$ cat src/rtl/spi_slave_regfile_if.sv
// Register-file access bus between the SPI command decoder and the regfile.
// master: decoder side (drives accesses); slave: regfile side (drives outputs).
interface spi_slave_regfile_if #(
  parameter int REG_SIZE = 8,
  parameter int ADDR_W   = 3
);
  logic                  acc_start;
  logic [ADDR_W-1:0]     acc_addr;
  logic [REG_SIZE-1:0]   wr_data;
  logic                  wr_data_valid;
  logic                  rd_next;
  logic [REG_SIZE-1:0]   rd_data;
  logic [REG_SIZE-1:0]   status_set;
  logic                  en_qpi;
  logic [7:0]            dummy_cycles;
  logic [2*REG_SIZE-1:0] wrap_length;
  logic                  locked;
  logic                  wr_err;

  modport master (
    output acc_start, acc_addr, wr_data,
    output wr_data_valid, rd_next, status_set,
    input  rd_data, en_qpi, dummy_cycles,
    input  wrap_length, locked, wr_err
  );

  modport slave (
    input  acc_start, acc_addr, wr_data,
    input  wr_data_valid, rd_next, status_set,
    output rd_data, en_qpi, dummy_cycles,
    output wrap_length, locked, wr_err
  );
endinterface

$ cat src/rtl/spi_slave_regfile.sv
// SPI slave config/status regfile: burst pointer, W1C status, keyed lock.
// Ports: sclk, rstn (async active-low), bus (slave modport, access + outputs).
module spi_slave_regfile #(
  parameter int REG_SIZE   = 8,
  parameter int ADDR_W     = 3,
  parameter int DUMMY_RST  = 32,
  parameter int UNLOCK_KEY = 'h5A,
  parameter int LOCK_RST   = 0
) (
  input logic                sclk,
  input logic                rstn,
  spi_slave_regfile_if.slave bus
);

  localparam int NUM_REGS = 2**ADDR_W;
  localparam logic [ADDR_W-1:0] STAT_A = ADDR_W'(4);
  localparam logic [ADDR_W-1:0] LOCK_A = ADDR_W'(5);

  typedef enum logic [1:0] {
    S_OPEN   = 2'd0,
    S_LOCKED = 2'd1,
    S_ARMED  = 2'd2
  } lock_st_e;

  logic [REG_SIZE-1:0] regs_q [NUM_REGS];
  logic [REG_SIZE-1:0] regs_d [NUM_REGS];
  logic [ADDR_W-1:0]   ptr_q, ptr_d;
  logic                wr_err_q, wr_err_d;
  lock_st_e            state_q, state_d;

  logic [ADDR_W-1:0]   ea;
  logic                locked_w;
  logic                is_cfg, is_stat, is_lock;
  logic [REG_SIZE-1:0] clr_mask;

  assign locked_w = (state_q != S_OPEN);

  always_comb begin
    ea       = bus.acc_start ? bus.acc_addr : ptr_q;
    is_cfg   = (ea < ADDR_W'(4));
    is_stat  = (ea == STAT_A);
    is_lock  = (ea == LOCK_A);
    ptr_d    = ptr_q;
    regs_d   = regs_q;
    state_d  = state_q;
    wr_err_d = 1'b0;
    clr_mask = '0;

    // One increment even when a write and a read beat coincide.
    if (bus.wr_data_valid || bus.rd_next)
      ptr_d = ea + ADDR_W'(1);
    else if (bus.acc_start)
      ptr_d = bus.acc_addr;

    if (bus.wr_data_valid) begin
      unique case (1'b1)
        is_cfg: begin
          if (locked_w) wr_err_d = 1'b1;
          else          regs_d[ea] = bus.wr_data;
        end
        is_stat: clr_mask = bus.wr_data;
        is_lock: ;
        default: regs_d[ea] = bus.wr_data;
      endcase

      // ARMED resolves on the very next write, whatever its target.
      unique case (state_q)
        S_OPEN: begin
          if (is_lock && bus.wr_data[0])
            state_d = S_LOCKED;
        end
        S_LOCKED: begin
          if (is_lock &&
              bus.wr_data == REG_SIZE'(UNLOCK_KEY))
            state_d = S_ARMED;
        end
        S_ARMED: begin
          if (is_lock && !bus.wr_data[0])
            state_d = S_OPEN;
          else
            state_d = S_LOCKED;
        end
        default: state_d = S_LOCKED;
      endcase
    end

    // Set wins over a same-cycle clear.
    regs_d[STAT_A] = (regs_q[STAT_A] & ~clr_mask)
                   | bus.status_set;
    // reg5 has no storage; it reads back from the FSM.
    regs_d[LOCK_A] = '0;
  end

  always_ff @(posedge sclk or negedge rstn) begin
    if (!rstn) begin
      for (int i = 0; i < NUM_REGS; i++)
        regs_q[i] <= (i == 1) ? REG_SIZE'(DUMMY_RST)
                              : '0;
      ptr_q    <= '0;
      wr_err_q <= 1'b0;
      state_q  <= (LOCK_RST != 0) ? S_LOCKED : S_OPEN;
    end else begin
      regs_q   <= regs_d;
      ptr_q    <= ptr_d;
      wr_err_q <= wr_err_d;
      state_q  <= state_d;
    end
  end

  assign bus.rd_data = (ptr_q == LOCK_A)
    ? {{(REG_SIZE-1){1'b0}}, locked_w}
    : regs_q[ptr_q];
  assign bus.en_qpi       = regs_q[0][0];
  assign bus.dummy_cycles = regs_q[1][7:0];
  assign bus.wrap_length  = {regs_q[3], regs_q[2]};
  assign bus.locked       = locked_w;
  assign bus.wr_err       = wr_err_q;

endmodule

$ cat src/flat_wrapper.sv
// flat-port wrapper written by rule: the top's interface ports become plain ports
module spi_slave_regfile_flat 
#(
  parameter int REG_SIZE   = 8,
  parameter int ADDR_W     = 3,
  parameter int DUMMY_RST  = 32,
  parameter int UNLOCK_KEY = 'h5A,
  parameter int LOCK_RST   = 0
)
  (sclk, rstn, bus_acc_start, bus_acc_addr, bus_wr_data, bus_wr_data_valid, bus_rd_next, bus_status_set, bus_rd_data, bus_en_qpi, bus_dummy_cycles, bus_wrap_length, bus_locked, bus_wr_err);
  spi_slave_regfile_if #(.REG_SIZE(REG_SIZE), .ADDR_W(ADDR_W)) bus_i ();
  input logic sclk;
  input logic rstn;
  input wire logic [$bits(bus_i.acc_start)-1:0] bus_acc_start;
  input wire logic [$bits(bus_i.acc_addr)-1:0] bus_acc_addr;
  input wire logic [$bits(bus_i.wr_data)-1:0] bus_wr_data;
  input wire logic [$bits(bus_i.wr_data_valid)-1:0] bus_wr_data_valid;
  input wire logic [$bits(bus_i.rd_next)-1:0] bus_rd_next;
  input wire logic [$bits(bus_i.status_set)-1:0] bus_status_set;
  output wire logic [$bits(bus_i.rd_data)-1:0] bus_rd_data;
  output wire logic [$bits(bus_i.en_qpi)-1:0] bus_en_qpi;
  output wire logic [$bits(bus_i.dummy_cycles)-1:0] bus_dummy_cycles;
  output wire logic [$bits(bus_i.wrap_length)-1:0] bus_wrap_length;
  output wire logic [$bits(bus_i.locked)-1:0] bus_locked;
  output wire logic [$bits(bus_i.wr_err)-1:0] bus_wr_err;
  assign bus_i.acc_start = bus_acc_start;
  assign bus_i.acc_addr = bus_acc_addr;
  assign bus_i.wr_data = bus_wr_data;
  assign bus_i.wr_data_valid = bus_wr_data_valid;
  assign bus_i.rd_next = bus_rd_next;
  assign bus_i.status_set = bus_status_set;
  assign bus_rd_data = bus_i.rd_data;
  assign bus_en_qpi = bus_i.en_qpi;
  assign bus_dummy_cycles = bus_i.dummy_cycles;
  assign bus_wrap_length = bus_i.wrap_length;
  assign bus_locked = bus_i.locked;
  assign bus_wr_err = bus_i.wr_err;
  spi_slave_regfile #(.REG_SIZE(REG_SIZE), .ADDR_W(ADDR_W), .DUMMY_RST(DUMMY_RST), .UNLOCK_KEY(UNLOCK_KEY), .LOCK_RST(LOCK_RST)) u_core (.sclk(sclk), .rstn(rstn), .bus(bus_i));
endmodule
$ cat config.mk
export PLATFORM = sky130hd
export DESIGN_NAME = spi_slave_regfile_flat
export DESIGN_NICKNAME = d
export VERILOG_FILES = /design/src/rtl/spi_slave_regfile_if.sv /design/src/rtl/spi_slave_regfile.sv /design/src/flat_wrapper.sv
export SDC_FILE = /design/constraint.sdc
export NUM_CORES = 1
export LEC_CHECK = 0
export BUFFER_PORTS_ARGS = -buffer_cell sky130_fd_sc_hd__buf_2
export CAP_MARGIN = 5
export CORE_UTILIZATION = 50
export DETAILED_ROUTE_END_ITERATION = 8
export GPL_TIMING_DRIVEN = 0
export PLACE_DENSITY = 0.87
export SYNTH_ARGS = -nofsm -noshare
export SYNTH_HDL_FRONTEND = slang
export SYNTH_SLANG_ARGS = --single-unit
$ cat constraint.sdc
create_clock -name sclk -period 2.1 [get_ports sclk]
set_input_delay 0.315 -clock sclk [delete_from_list [all_inputs] [get_ports sclk]]
set_output_delay 0.315 -clock sclk [all_outputs]
set_load 0.02 [all_outputs]
==> flow_summary.toml <==
[sta]
final.setup.tns_ns = -0.163
rsz0062_at_grt = "true"
setup_viol = 5
hold_viol = 0
max_slew.worst_pin.slew_ns = 0.511
drv_slew = 0
worst_clock_skew_ns = 0.00597
fin_crit_ns = 2.17
finalCritPeriodShare_pct = 103
setup_ws_ns = -0.0734
slew_headroom_pct = 65.9
fmax_mhz = 460
hold_slack_ns = 0.160

[logic_synthesis]
synth.distinct_cells = 32
synth_top_cells_by_count = "dfrtp_1 (61), mux2_2 (54), buf_4 (24)"
synth_top_area_share_pct = 46.9
yosys_register_bits = 62
synth-seq-area-share_pct = 47.7
yosys.area.top_type = "dfrtp_1"
syn_area_mm2 = 0.00326
synth_cells = 236
synth_warnings = 0
synth_edf_count = 0
async_flop_share_pct = 100
synth_most_common_cell = "dfrtp_1"
synth_area_leaders = "dfrtp_1 (47%), mux2_2 (19%), mux4_2 (6.2%)"
synth_top_flop_cell = "dfrtp_1"
avgSynthCellArea_um2 = 13.8
syn-num-nets = 263

[global_route]
grt_first_pass_wirelength_um = 11500
track_usage_pct = 24.6
grt_pass1_vias = 2265
grt_antenna_before_repair = 0
overflow = 0
grt_max_degree = 43

[hold_path]
min_path_type = "input pin to flop"
hold_path_depth = 2
hp-start = "bus_status_set[4]"

[setup_path]
cp_num_buf_inv = 1
critPathTopFamily = "multiplexers"
rr_worst_depth = 7
setup.worst_path.start_class = "flop"
crit_arrival_ns = 1.86
path_cells = "or2_4, mux4_2, mux2_4, buf_6"
r2r-start = "u_core.ptr_q[0]"
cp-end-kind = "output port"
cp.depth = 4
cp-startpoint = "u_core.state_q[1]"
cp_max_fo = 2
crit_type = "flop to output port"
worstPathRequired_ns = 1.78
cp_slowest_cell = "mux4_2"
cpPeakStageDelay_ns = 0.46

[detailed_routing]
drc = 0
m1WireLength_um = 3240
dr.max_layer_used = "met4"
dr.pass1.iters = 4
wl_um = 7650
vias = 2306
drt_iter0_drc = 191
drt.antenna.violating_nets = 0
met2WireLength_um = 3880
routedWlPerCell_um = 19.2
vias_per_cell = 5.78
route.met3.wl_um = 311

[die]
start_util_pct = 51.6
die_h_um = 82.7
io_pins = 59
die_w_um = 82.7
core_area_mm2 = 0.00631
die_area_mm2 = 0.00684
placementRows = 29

[cts]
cts_max_level = 3
insertion_delay_ns = 0.34
cts_buffers = 9
cts_sinks = 62
clkSlewWorstSetupHoldPaths_ns = 0.06
cts_root_buffer = "clkbuf_8"
cts_buffer_depth = 2
cts_tree = "yes"

[pwr]
ir_drop_uv = 817
leakage_nw = 1.86
powerDensity_mw_per_mm2 = 1420
power_w = 0.00587

[outcome]
run_status = "finished with violations"
violations = "setup timing"

[placed_design]
io_buffer_count = 56
pre_cts_ws_ns = -0.245
dp_hpwl_um = 5000
gp_congestion = 0.799

[finish]
fillers = 457
area_growth_pct = 27.4
antenna_cells = 0
final_util_pct = 65.7
num-nets-final = 346
drive_gt1_share_pct = 62.7

[run]
drv_cap = 0
[registers in the layout, indices dropped and copies added, names as in the netlist]
signal / count
u_core.bus.wr_err: 1
u_core.ptr_q: 3
u_core.bus.wrap_length: 16
u_core.bus.dummy_cycles: 8
u_core.state_q: 2
u_core.regs_q: 31
u_core.bus.en_qpi: 1
[worst register-to-register path, stage by stage, from the launching register on]
cell and delay, ns:
dfrtp_1 0.40, buf_12 0.16, mux2i_4 0.19, clkinv_4 0.09, ha_4 0.18, nor3b_4 0.30, nand4_4 0.26, mux2_4 0.37
[final cells by class]
cell class / count / area [um2] / share of cell area [%]
plain buffers: 33 / 280 / 6.76
clock buffers: 13 / 169 / 4.07
clock inverters: 1 / 5.00 / 0.121
inverters: 4 / 20.0 / 0.483
multi-input cells: 136 / 1540 / 37.1
flip-flops and latches: 62 / 1550 / 37.5
well taps: 77 / 96.3 / 2.32
repair buffers: 73 / 484 / 11.7
[metrics by stage]
step	instance area (um2)	instances
2_1_floorplan	3270	236
5_1_grt	4150	399
4_1_cts	4050	395
3_3_place_gp	3650	369
6_report	4150	399
3_5_place_dp	3670	370
[power by group]
group	internal [W]	total [W]	switching, W
Clock	0.000510	0.000939	0.000429
Combinational	0.00156	0.00293	0.00137
Sequential	0.00169	0.00201	0.000312
[kinds of logic after synthesis]
family                   count (synthesis)  share of synthesized area [%]
adder cells (fa/ha/maj)                  3                           1.15
flip-flops                              62                           47.7
AO/OA/AOI/OAI                           28                           5.76
AND/OR/NAND/NOR                         34                           9.30
multiplexers                            69                           28.0
XOR/XNOR                                 2                          0.538
buffers and inverters                   38                           7.53
[cells in the final DEF (no fill, tap or decap), drive strengths merged]
cell	synthesis	routed
mux2i	3	3
and3	1	1
buf	30	102
nand2	6	6
mux4	9	9
nor2	6	6
a31oi	1	1
clkbuf	4	16
nor4bb	2	2
clkinv	0	2
ha	3	3
o21ai	8	8
xnor2	2	2
and4b	1	1
a21o	9	9
mux2	57	57
a221oi	1	1
a41o	1	1
dfrtp	61	61
nand4	15	15
dfstp	1	1
a21oi	2	2
inv	4	3
nor3b	2	2
a22oi	6	6
dlygate4sd3	0	1
or2	1	1
[per-layer routing]
layer | global-route usage (%) | vias up
met1 | 31.8 | 1185
met2 | 38.5 | 73
met3 | 4.62 | 17
met4 | 14.1 | 0
li1 | - | 1031
met5 | 0 | -
[path summary, 6_finish.rpt]
path,endpoint,slack [ns]
worst max-delay path,bus_rd_data[0],-0.07
worst min-delay path,u_core.regs_q[28],0.16
worst max register to register,u_core.regs_q[12],0.03
worst min register to register,u_core.regs_q[24],0.48
max in group asynchronous,u_core.state_q[0],1.02
min in group asynchronous,u_core.bus.wrap_length[8],0.48
[what timing repair did]
action,in CTS,in global routing
pin swaps,6,5
gates cloned,1,0
hold buffers,1,0
endpoints found under the hold margin,19,0
setup endpoints to repair,24,24
setup buffers,10,4
resized for setup,32,15
(Power assumes the default switching activity.)
